### src/rtl/jtvigil_romarb.sv
// jtvigil_romarb: shares one SDRAM bank between the main CPU, sound CPU and
// ADPCM byte-wide ROM ports. Each requester keeps its last fetched 16-bit
// word so repeat accesses to the same word are served without SDRAM traffic.
module jtvigil_romarb #(
    parameter int          MAIN_AW     = 18,
    parameter int          SND_AW      = 15,
    parameter int          PCM_AW      = 17,
    parameter logic [21:0] MAIN_OFFSET = 22'h00_0000,
    parameter logic [21:0] SND_OFFSET  = 22'h02_0000,
    parameter logic [21:0] PCM_OFFSET  = 22'h03_0000
) (
    input  logic               clk,
    input  logic               rst,
    input  logic               downloading,
    input  logic               main_cs,
    input  logic [MAIN_AW-1:0] main_addr,
    output logic [7:0]         main_data,
    output logic               main_ok,
    input  logic               snd_cs,
    input  logic [SND_AW-1:0]  snd_addr,
    output logic [7:0]         snd_data,
    output logic               snd_ok,
    input  logic               pcm_cs,
    input  logic [PCM_AW-1:0]  pcm_addr,
    output logic [7:0]         pcm_data,
    output logic               pcm_ok,
    output logic [21:0]        ba_addr,
    output logic               ba_rd,
    input  logic               ba_ack,
    input  logic               ba_rdy,
    input  logic [15:0]        data_read
);

    // Latched word address is as wide as the widest requester word address.
    localparam int LA_W = ((MAIN_AW > SND_AW) ? ((MAIN_AW > PCM_AW) ? MAIN_AW : PCM_AW)
                                              : ((SND_AW > PCM_AW) ? SND_AW : PCM_AW)) - 1;

    localparam logic [1:0] ST_IDLE = 2'd0;
    localparam logic [1:0] ST_REQ  = 2'd1;
    localparam logic [1:0] ST_DATA = 2'd2;

    localparam logic [1:0] ID_MAIN = 2'd0;
    localparam logic [1:0] ID_SND  = 2'd1;
    localparam logic [1:0] ID_PCM  = 2'd2;

    logic [1:0]        r_state;
    logic [1:0]        r_gnt;
    logic [1:0]        r_last;
    logic [LA_W-1:0]   r_la;
    logic [21:0]       r_ba_addr;
    logic              r_ba_rd;

    logic [2:0]        r_cv;
    logic [MAIN_AW-2:0] r_main_cw;
    logic [SND_AW-2:0]  r_snd_cw;
    logic [PCM_AW-2:0]  r_pcm_cw;
    logic [15:0]       r_main_cd;
    logic [15:0]       r_snd_cd;
    logic [15:0]       r_pcm_cd;

    logic              w_main_hit;
    logic              w_snd_hit;
    logic              w_pcm_hit;
    logic [2:0]        w_pend;
    logic [LA_W-1:0]   w_main_la;
    logic [LA_W-1:0]   w_snd_la;
    logic [LA_W-1:0]   w_pcm_la;
    logic              w_sel_vld;
    logic [1:0]        w_sel;
    logic [LA_W-1:0]   w_sel_la;
    logic [21:0]       w_sel_off;
    logic              w_capture;

    assign w_main_la = LA_W'(main_addr[MAIN_AW-1:1]);
    assign w_snd_la  = LA_W'(snd_addr[SND_AW-1:1]);
    assign w_pcm_la  = LA_W'(pcm_addr[PCM_AW-1:1]);

    assign w_main_hit = main_cs & r_cv[0] & (r_main_cw == main_addr[MAIN_AW-1:1]);
    assign w_snd_hit  = snd_cs  & r_cv[1] & (r_snd_cw  == snd_addr[SND_AW-1:1]);
    assign w_pcm_hit  = pcm_cs  & r_cv[2] & (r_pcm_cw  == pcm_addr[PCM_AW-1:1]);

    assign w_pend = {pcm_cs  & ~w_pcm_hit,
                     snd_cs  & ~w_snd_hit,
                     main_cs & ~w_main_hit} & {3{~downloading}};

    assign main_ok  = w_main_hit & ~downloading;
    assign snd_ok   = w_snd_hit  & ~downloading;
    assign pcm_ok   = w_pcm_hit  & ~downloading;
    assign main_data = main_addr[0] ? r_main_cd[15:8] : r_main_cd[7:0];
    assign snd_data  = snd_addr[0]  ? r_snd_cd[15:8]  : r_snd_cd[7:0];
    assign pcm_data  = pcm_addr[0]  ? r_pcm_cd[15:8]  : r_pcm_cd[7:0];

    assign ba_addr = r_ba_addr;
    assign ba_rd   = r_ba_rd;

    // A word lands either in DATA, or in REQ when ack and rdy coincide.
    assign w_capture = ((r_state == ST_REQ) & ba_ack & ba_rdy) |
                       ((r_state == ST_DATA) & ba_rdy);

    // Round-robin pick: first pending requester after the last granted one.
    always_comb begin
        w_sel_vld = |w_pend;
        w_sel     = ID_MAIN;
        case (r_last)
            ID_MAIN: w_sel = w_pend[1] ? ID_SND  : (w_pend[2] ? ID_PCM  : ID_MAIN);
            ID_SND:  w_sel = w_pend[2] ? ID_PCM  : (w_pend[0] ? ID_MAIN : ID_SND);
            default: w_sel = w_pend[0] ? ID_MAIN : (w_pend[1] ? ID_SND  : ID_PCM);
        endcase
        case (w_sel)
            ID_MAIN: begin w_sel_la = w_main_la; w_sel_off = MAIN_OFFSET; end
            ID_SND:  begin w_sel_la = w_snd_la;  w_sel_off = SND_OFFSET;  end
            default: begin w_sel_la = w_pcm_la;  w_sel_off = PCM_OFFSET;  end
        endcase
    end

    // Bus FSM: grant from IDLE, hold the request until ack, wait for data.
    always_ff @(posedge clk) begin
        if (rst) begin
            r_state   <= ST_IDLE;
            r_gnt     <= ID_MAIN;
            r_la      <= '0;
            r_ba_addr <= '0;
            r_ba_rd   <= 1'b0;
        end else begin
            case (r_state)
                ST_IDLE: begin
                    if (w_sel_vld) begin
                        r_gnt     <= w_sel;
                        r_la      <= w_sel_la;
                        r_ba_addr <= w_sel_off + 22'(w_sel_la);
                        r_ba_rd   <= 1'b1;
                        r_state   <= ST_REQ;
                    end
                end
                ST_REQ: begin
                    if (ba_ack) begin
                        r_ba_rd <= 1'b0;
                        r_state <= ba_rdy ? ST_IDLE : ST_DATA;
                    end
                end
                ST_DATA: begin
                    if (ba_rdy) r_state <= ST_IDLE;
                end
                default: begin
                    r_ba_rd <= 1'b0;
                    r_state <= ST_IDLE;
                end
            endcase
        end
    end

    // Word cache: store the fetched word; a download invalidates everything,
    // including a word that lands while the download is active.
    always_ff @(posedge clk) begin
        if (rst) begin
            r_cv      <= 3'b000;
            r_last    <= ID_PCM;
            r_main_cw <= '0;
            r_snd_cw  <= '0;
            r_pcm_cw  <= '0;
            r_main_cd <= '0;
            r_snd_cd  <= '0;
            r_pcm_cd  <= '0;
        end else begin
            if (w_capture) begin
                r_last <= r_gnt;
                case (r_gnt)
                    ID_MAIN: begin r_main_cd <= data_read; r_main_cw <= r_la[MAIN_AW-2:0]; end
                    ID_SND:  begin r_snd_cd  <= data_read; r_snd_cw  <= r_la[SND_AW-2:0];  end
                    default: begin r_pcm_cd  <= data_read; r_pcm_cw  <= r_la[PCM_AW-2:0];  end
                endcase
            end
            if (downloading) begin
                r_cv <= 3'b000;
            end else if (w_capture) begin
                case (r_gnt)
                    ID_MAIN: r_cv[0] <= 1'b1;
                    ID_SND:  r_cv[1] <= 1'b1;
                    default: r_cv[2] <= 1'b1;
                endcase
            end
        end
    end

endmodule

### config.mk
export PLATFORM = sky130hd
export DESIGN_NAME = jtvigil_romarb
export DESIGN_NICKNAME = d
export VERILOG_FILES = /design/src/rtl/jtvigil_romarb.sv
export SDC_FILE = /design/constraint.sdc
export NUM_CORES = 1
export LEC_CHECK = 0
export ABC_CLOCK_PERIOD_IN_PS = 2800
export CAP_MARGIN = 25
export CELL_PAD_IN_SITES_DETAIL_PLACEMENT = 1
export CELL_PAD_IN_SITES_GLOBAL_PLACEMENT = 2
export CORE_MARGIN = 2
export CORE_UTILIZATION = 25
export DETAILED_ROUTE_END_ITERATION = 16
export PLACE_DENSITY = 0.79
export SLEW_MARGIN = 20
export SYNTH_ARGS = -nofsm -noshare
export SYNTH_HDL_FRONTEND = slang
export SYNTH_SLANG_ARGS = --single-unit
### constraint.sdc
create_clock -name clk -period 2.8 [get_ports clk]
set_input_delay 0.28 -clock clk [delete_from_list [all_inputs] [get_ports clk]]
set_output_delay 0.28 -clock clk [all_outputs]
set_load 0.02 [all_outputs]
== Yosys cells after proc, flatten, opt, wreduce, memory -nomap -nowiden ==
Cells that the tools add are included.
Word-level totals
  output and inout port bits: 50
  register bits: 144
  input bits: 74
  logic and storage cells: 83
Operators by class
  $add $sub $neg: 1
  bitwise logic cells: 23
  reduce and logical (&&, ||, !) cells: 13
  equality and inequality tests: 11
  muxes and demuxes: 20
Operators by type and width (count)
  $pmux 18 s2: 1
  $pmux 17 s2: 1
  $mux 8: 3
  $add 22x17->22: 1
  $mux 2: 9
  $eq 17x17->1: 1
  $eq 16x16->1: 1
  $and 1x1->1: 15
  $eq 14x14->1: 1
  $eq 2x1->1 const B: 4
  $logic_not 2->1: 4
  $reduce_and 2->1: 4
  $ne 2x2->1 const B: 3
  $not 1->1: 6
  $pmux 2 s3: 1
  $reduce_and 3->1: 2
  $pmux 2 s2: 1
  $reduce_or 2->1: 2
  $and 3x3->3: 1
  $mux 1: 3
  $pmux 1 s3: 1
  $reduce_or 3->1: 1
  $eq 2x2->1 const B: 1
  $or 1x1->1: 1

== Depth between registers and ports, before layout ==
Gate-level depths: netlist of run 1.
  depth in word-level cells: 11
  depth in mapped cells: 10
  mapped depth without buffers: 9

== Least setup slack after synthesis of run 1 ==
Ideal clock, no wire load.
  kind: register to register
  start: register r_pcm_cw[5]
  end: register r_ba_addr[17] (netlist: ba_addr[17])
  stages on the path, launching flop included: 11
  clock period less this slack: 2.303 ns
  data arrival time: 2.171 ns
  slack: 0.497 ns
  buffers on the path: 1
  setup time: 0.132 ns
  data required time: 2.668 ns
  cells stage by stage: dfxtp_1 -> xor2_1 -> or4b_4 -> nor3_4 -> a221oi_1 -> o2bb2ai_2 -> buf_6 -> inv_1 -> ha_1 -> nand2_1 -> a21oi_1
On the way
  longest elaborated chain between the ends: 11
  elaborated cells on any way between the ends: 16
  those cells by class: add/sub (1); eq/ne (2); mux (6); bitwise (4); reduce/logical (3)
Ends and longest elaborated chain
  from (decl): RTL line 56  | logic [PCM_AW-2:0] r_pcm_cw;
  from (signal assigned): RTL line 170  | default: begin r_pcm_cd <= data_read; r_pcm_cw <= r_la[PCM_AW-2:0]; end
  $eq 16x16->1 (*): RTL line 80  | assign w_pcm_hit = pcm_cs & r_cv[2] & (r_pcm_cw == pcm_addr[PCM_AW-1:1]);
  $and 1x1->1 (*): RTL line 80
  $not 1->1 (*): RTL line 82  | assign w_pend = {pcm_cs & ~w_pcm_hit,
  $and 1x1->1 (*): RTL line 82
  $and 3x3->3 (*): RTL line 84  | main_cs & ~w_main_hit} & {3{~downloading}};
  $mux 2 (2 in series): RTL line 105  | ID_MAIN: w_sel = w_pend[1] ? ID_SND : (w_pend[2] ? ID_PCM : ID_MAIN);
  $pmux 2 s2: RTL line 104  | case (r_last)
  $eq 2x1->1 / $logic_not 2->1 (equally long branches): RTL line 109  | case (w_sel)
  $pmux 18 s2 / $pmux 17 s2 (equally long branches): RTL line 109
  $add 22x17->22: RTL line 130  | r_ba_addr <= w_sel_off + 22'(w_sel_la);
  to (signal assigned): RTL line 130
  to (decl): RTL line 50  | logic [21:0] r_ba_addr;
Mark *: on every way between the ends. The rest lies on a longest branch, timed or not.
A chain may end at the register's enable or synchronous reset.

== Final worst setup path of run 1 ==
  start: input port snd_addr[3]
  end: output port snd_ok
On the way
  longest elaborated chain between the ends: 3
Ends and longest elaborated chain
  from (decl): RTL line 20  | input logic [SND_AW-1:0] snd_addr,
  $eq 14x14->1: RTL line 79  | assign w_snd_hit = snd_cs & r_cv[1] & (r_snd_cw == snd_addr[SND_AW-1:1]);
  $and 1x1->1: RTL line 79
  $and 1x1->1: RTL line 87  | assign snd_ok = w_snd_hit & ~downloading;
  to (decl): RTL line 22  | output logic snd_ok,
Every way passes these cells.

==> summary.md, run 1 <==
| Metric | Value |
|---|---|
| Comb power frac | between 10% and 20% |
| Area grow syn2layout | 36.1% |
| Initial antenna violation count | 0 |
| Top_reg_cell synth | dfxtp_1 |
| Die Wd | 161 µm |
| Die ar. | between 20000 and 30000 µm² |
| Pwr per Cell Area | 594 nW/µm² |
| Gp weighted congestion | 0.882 |
| Crit path DAT | 2260 ps |
| Final hold violations | 0 |
| Worst-Skew Late Latency | 430 ps |
| Syn_area_per_cell | 7.94 µm² |
| Critical path endpoint category | output port |
| DR iter-0 viols | 391 |
| Post-synth EDFFs | 0 |
| Worst r2r src | r_snd_cw[8] |
| Share of cells above drive strength 1 | 12.4% |
| Cell Int Power | 0.00365 W |
| Slack of the worst reg-to-reg path | 390 ps |
| Final setup vio count | 0 |
| Setup_tns | 0 ps |
| P_sw | 0.00132 W |
| Switching portion of total power | a little over a quarter |
| Critical Path Source | snd_addr[3] |
| Final-stage net count | 960 |
| Seq pwr share | 38.0% |
| Worst hold path type | in -> reg |
| Yosys warning count | 0 |
| Register area share after synthesis | 40.7% |
| Largest stage delay, worst path | just under 500 ps |
| Clock group share of total power | 49.1% |
| Status | finished, final reports clean |
| Crit path kind | in -> out |
| Worst Reg-to-Reg Cells | 9 |
| Clock tree from TritonCTS | built |
| Port-buffer cells | 120 |
| Ant. Diodes | 0 |
| Detailed Place HPWL | 16400 µm |
| Post-CTS setup buffer count | 0 |
| Hold Startpoint | rst |
| Maxcap violations | 0 |
| Vias in the first global route | 5998 |
| Std cell rows | between 50 and 60 |
| Critical-path cell list | clkdlybuf4s50_1 > xor2_1 > nor4_1 > nand4_1 > buf_4 > nor2_1 > dlygate4sd2_1 |
| Worst-Margin Slew | 506 ps |
| Remaining antenna violation count after routing | 0 |
| Root buffer cell | clkbuf_16 |
| Family with the most delay on the worst path | buffers and inverters |
| First-pass GRT wire length | 35400 µm |
| Cell taking the most area after synthesis | dfxtp_1 |
| Synth Instances | 774 |
| Relative slew slack | 66.1% |
| Reg2reg end | r_la[14] |
| H-tree Lvls | 4 |
| Largest net degree at the start of global routing | 100 |
| Worst-path maximum fanout | 4 |
| Crit share post-route | 90.8% |
| CTS Buf Count | 17 |
| Worst Hold Path EP | r_pcm_cd[3] |
| Via count | 5887 |
| Required time worst endpoint | 2520 ps |
| Clock-pin slew on the worst setup and hold paths | 70 ps |
| Hold path depth | 2 |
| Routed len/inst | 18.5 µm |
| Distinct cells, synth | 53 |
| Initial DRT Pass Iterations | 5 |
| Static Leak | 2.93 nW |
| Io pins | 124 |
| Yosys reg bits | about 130 |
| Die Span Y | 161 µm |
| Slowest CP cell | clkdlybuf4s50_1 |
| Via density | 4.82 |
| Post-Route WL | 22600 µm |
| Final core occ | 34.5% |
| Startpoint Class | input pin |
| Initial Utilization | 25.4% |
| Commonest non-fill, non-tap cells in the layout | nand2_1 (235), dfxtp_1 (125), clkdlybuf4s50_1 (116), a21oi_1 (104), buf_4 (36) |
| Main area contributors after synthesis | dfxtp_1 (41%), nand2_1 (14%), a21oi_1 (8.5%) |
| Fill count | roughly 3000 |
| Fmax | 393 MHz |
| GR Util All Layers | 17.7% |
| Clock Skews | around 13 ps |
| Gr ovfl total | 0 |
| Post-synth top area share | 40.7% |
| Async SR Flop Fraction | 0% |
| Synthesized area | 6150 µm² |
| Buffers & Inverters on Critical Path | 3 |
| Core area | approximately 24000 µm² |
| Min cycle time layout | roughly 2500 ps |
| Maximum vdd drop | 0.000230 V |
| Drt drc | 0 |
| Clk buf depth | 2 |
| Unrepaired setup endpoints after global routing | no |
| Commonest non-fill, non-tap cell in the layout | nand2_1 |
| Slew Limit Fails | 0 |
| Sink Count | 125 |
## per-stage QoR
stage / hold WS, ps / setup WS, ps / cell area (µm²) / total power [W] / std cells
after floorplan: 356 / 497 / 6160 / 0.00224 / 777
after global placement: 440 / -83.9 / 7720 / 0.00256 / 1190
after detailed placement: 447 / -66.6 / 7720 / 0.00256 / 1190
after CTS: 228 / 90.4 / 8360 / 0.00501 / 1222
after global routing: 245 / 159 / 8370 / 0.00515 / 1222
final: 236 / 258 / 8370 / 0.00497 / 1222
## synthesized netlist by cell type, types with 2 or more instances
library cell / instances
a2111oi_0: 2
a211oi_1: 5
a21oi_1: 104
a311oi_1: 27
a311oi_2: 2
a32oi_1: 2
and2_1: 4
buf_2: 3
buf_4: 19
buf_6: 5
clkbuf_1: 39
clkbuf_8: 3
dfxtp_1: 125
inv_1: 5
mux2_2: 24
nand2_1: 235
nand2b_1: 2
nand3_1: 8
nand3b_1: 15
nand4_1: 6
nor2_1: 28
nor2b_1: 4
nor3_1: 25
nor3b_1: 2
nor4_1: 8
nor4b_1: 2
xnor2_1: 15
xor2_1: 30
## power groups by stage
stage               Clock [W]  Combinational, W  Sequential (W)
detailed placement          0          0.000637         0.00193
finish                0.00244          0.000638         0.00189
global route          0.00257          0.000686         0.00190
floorplan                   0          0.000339         0.00190
CTS                   0.00249          0.000639         0.00189
global placement            0          0.000633         0.00193
## metal layers
| metal | part of all wire [%] | vias up | global-route usage, % |
|---|---|---|---|
| li1 | - | 2844 | - |
| met1 | 49 | 2893 | 25.1 |
| met2 | 46 | 136 | 27.8 |
| met3 | 4.5 | 14 | 3.36 |
| met4 | 1.1 | 0 | 4.50 |
| met5 | 0 | - | 0 |
## flip-flops by register name, summed over array words and instances (netlist names)
| name | count |
|---|---|
| r_la | 17 |
| r_main_cw | 17 |
| r_main_cd | 16 |
| r_pcm_cd | 16 |
| r_pcm_cw | 16 |
| r_snd_cd | 16 |
| r_snd_cw | 14 |
| ba_addr | 3 |
| r_cv | 3 |
| r_gnt | 2 |
| r_last | 2 |
| r_state | 2 |
| ba_rd | 1 |
## how the worst max path moves through the flow
stage / to / slack (ps) / cells past startpoint
after global placement: snd_ok / -80 / 7
after detailed placement: r_la[10] / -70 / 11
final: snd_ok / 260 / 7
after floorplan: ba_addr[17] / 500 / 10
after global routing: r_la[4] / 160 / 9
after CTS: main_ok / 90 / 7
## what timing repair did
action / 4_1_cts / 5_1_grt
hold buffers: 0 / 0
resized for setup: 1 / 2
setup endpoints to repair: 1 / 2
## final cells by class
class / instances / area, µm² / area share [%]
multi-input cells: 575 / 3210 / 38.4
clock buffers: 18 / 439 / 5.25
clock inverters: 14 / 206 / 2.47
well taps: 324 / 405 / 4.85
inverters: 5 / 18.8 / 0.224
flip-flops and latches: 125 / 2500 / 29.9
repair buffers: 161 / 1590 / 18.9
## logic make-up after synthesis
logic type,Yosys count,synth area share [%]
xor gates and xnor gates,45,6.41
DFF,125,40.7
muxes,25,4.56
adders and majority gates,1,0.203
buffers and inverters,77,7.41
AOI/OAI and AO/OA,155,16.1
other,1,0.0610
and+or+nand+nor,345,24.5
(Power assumes the default switching activity.)
==> inputs of run 2 (changes only) <==
Settings changed: GPL_ROUTABILITY_DRIVEN set to 0.
==> results of run 2 <==
Same layout as run 1: the final DEF is identical, and so are final timing and power.
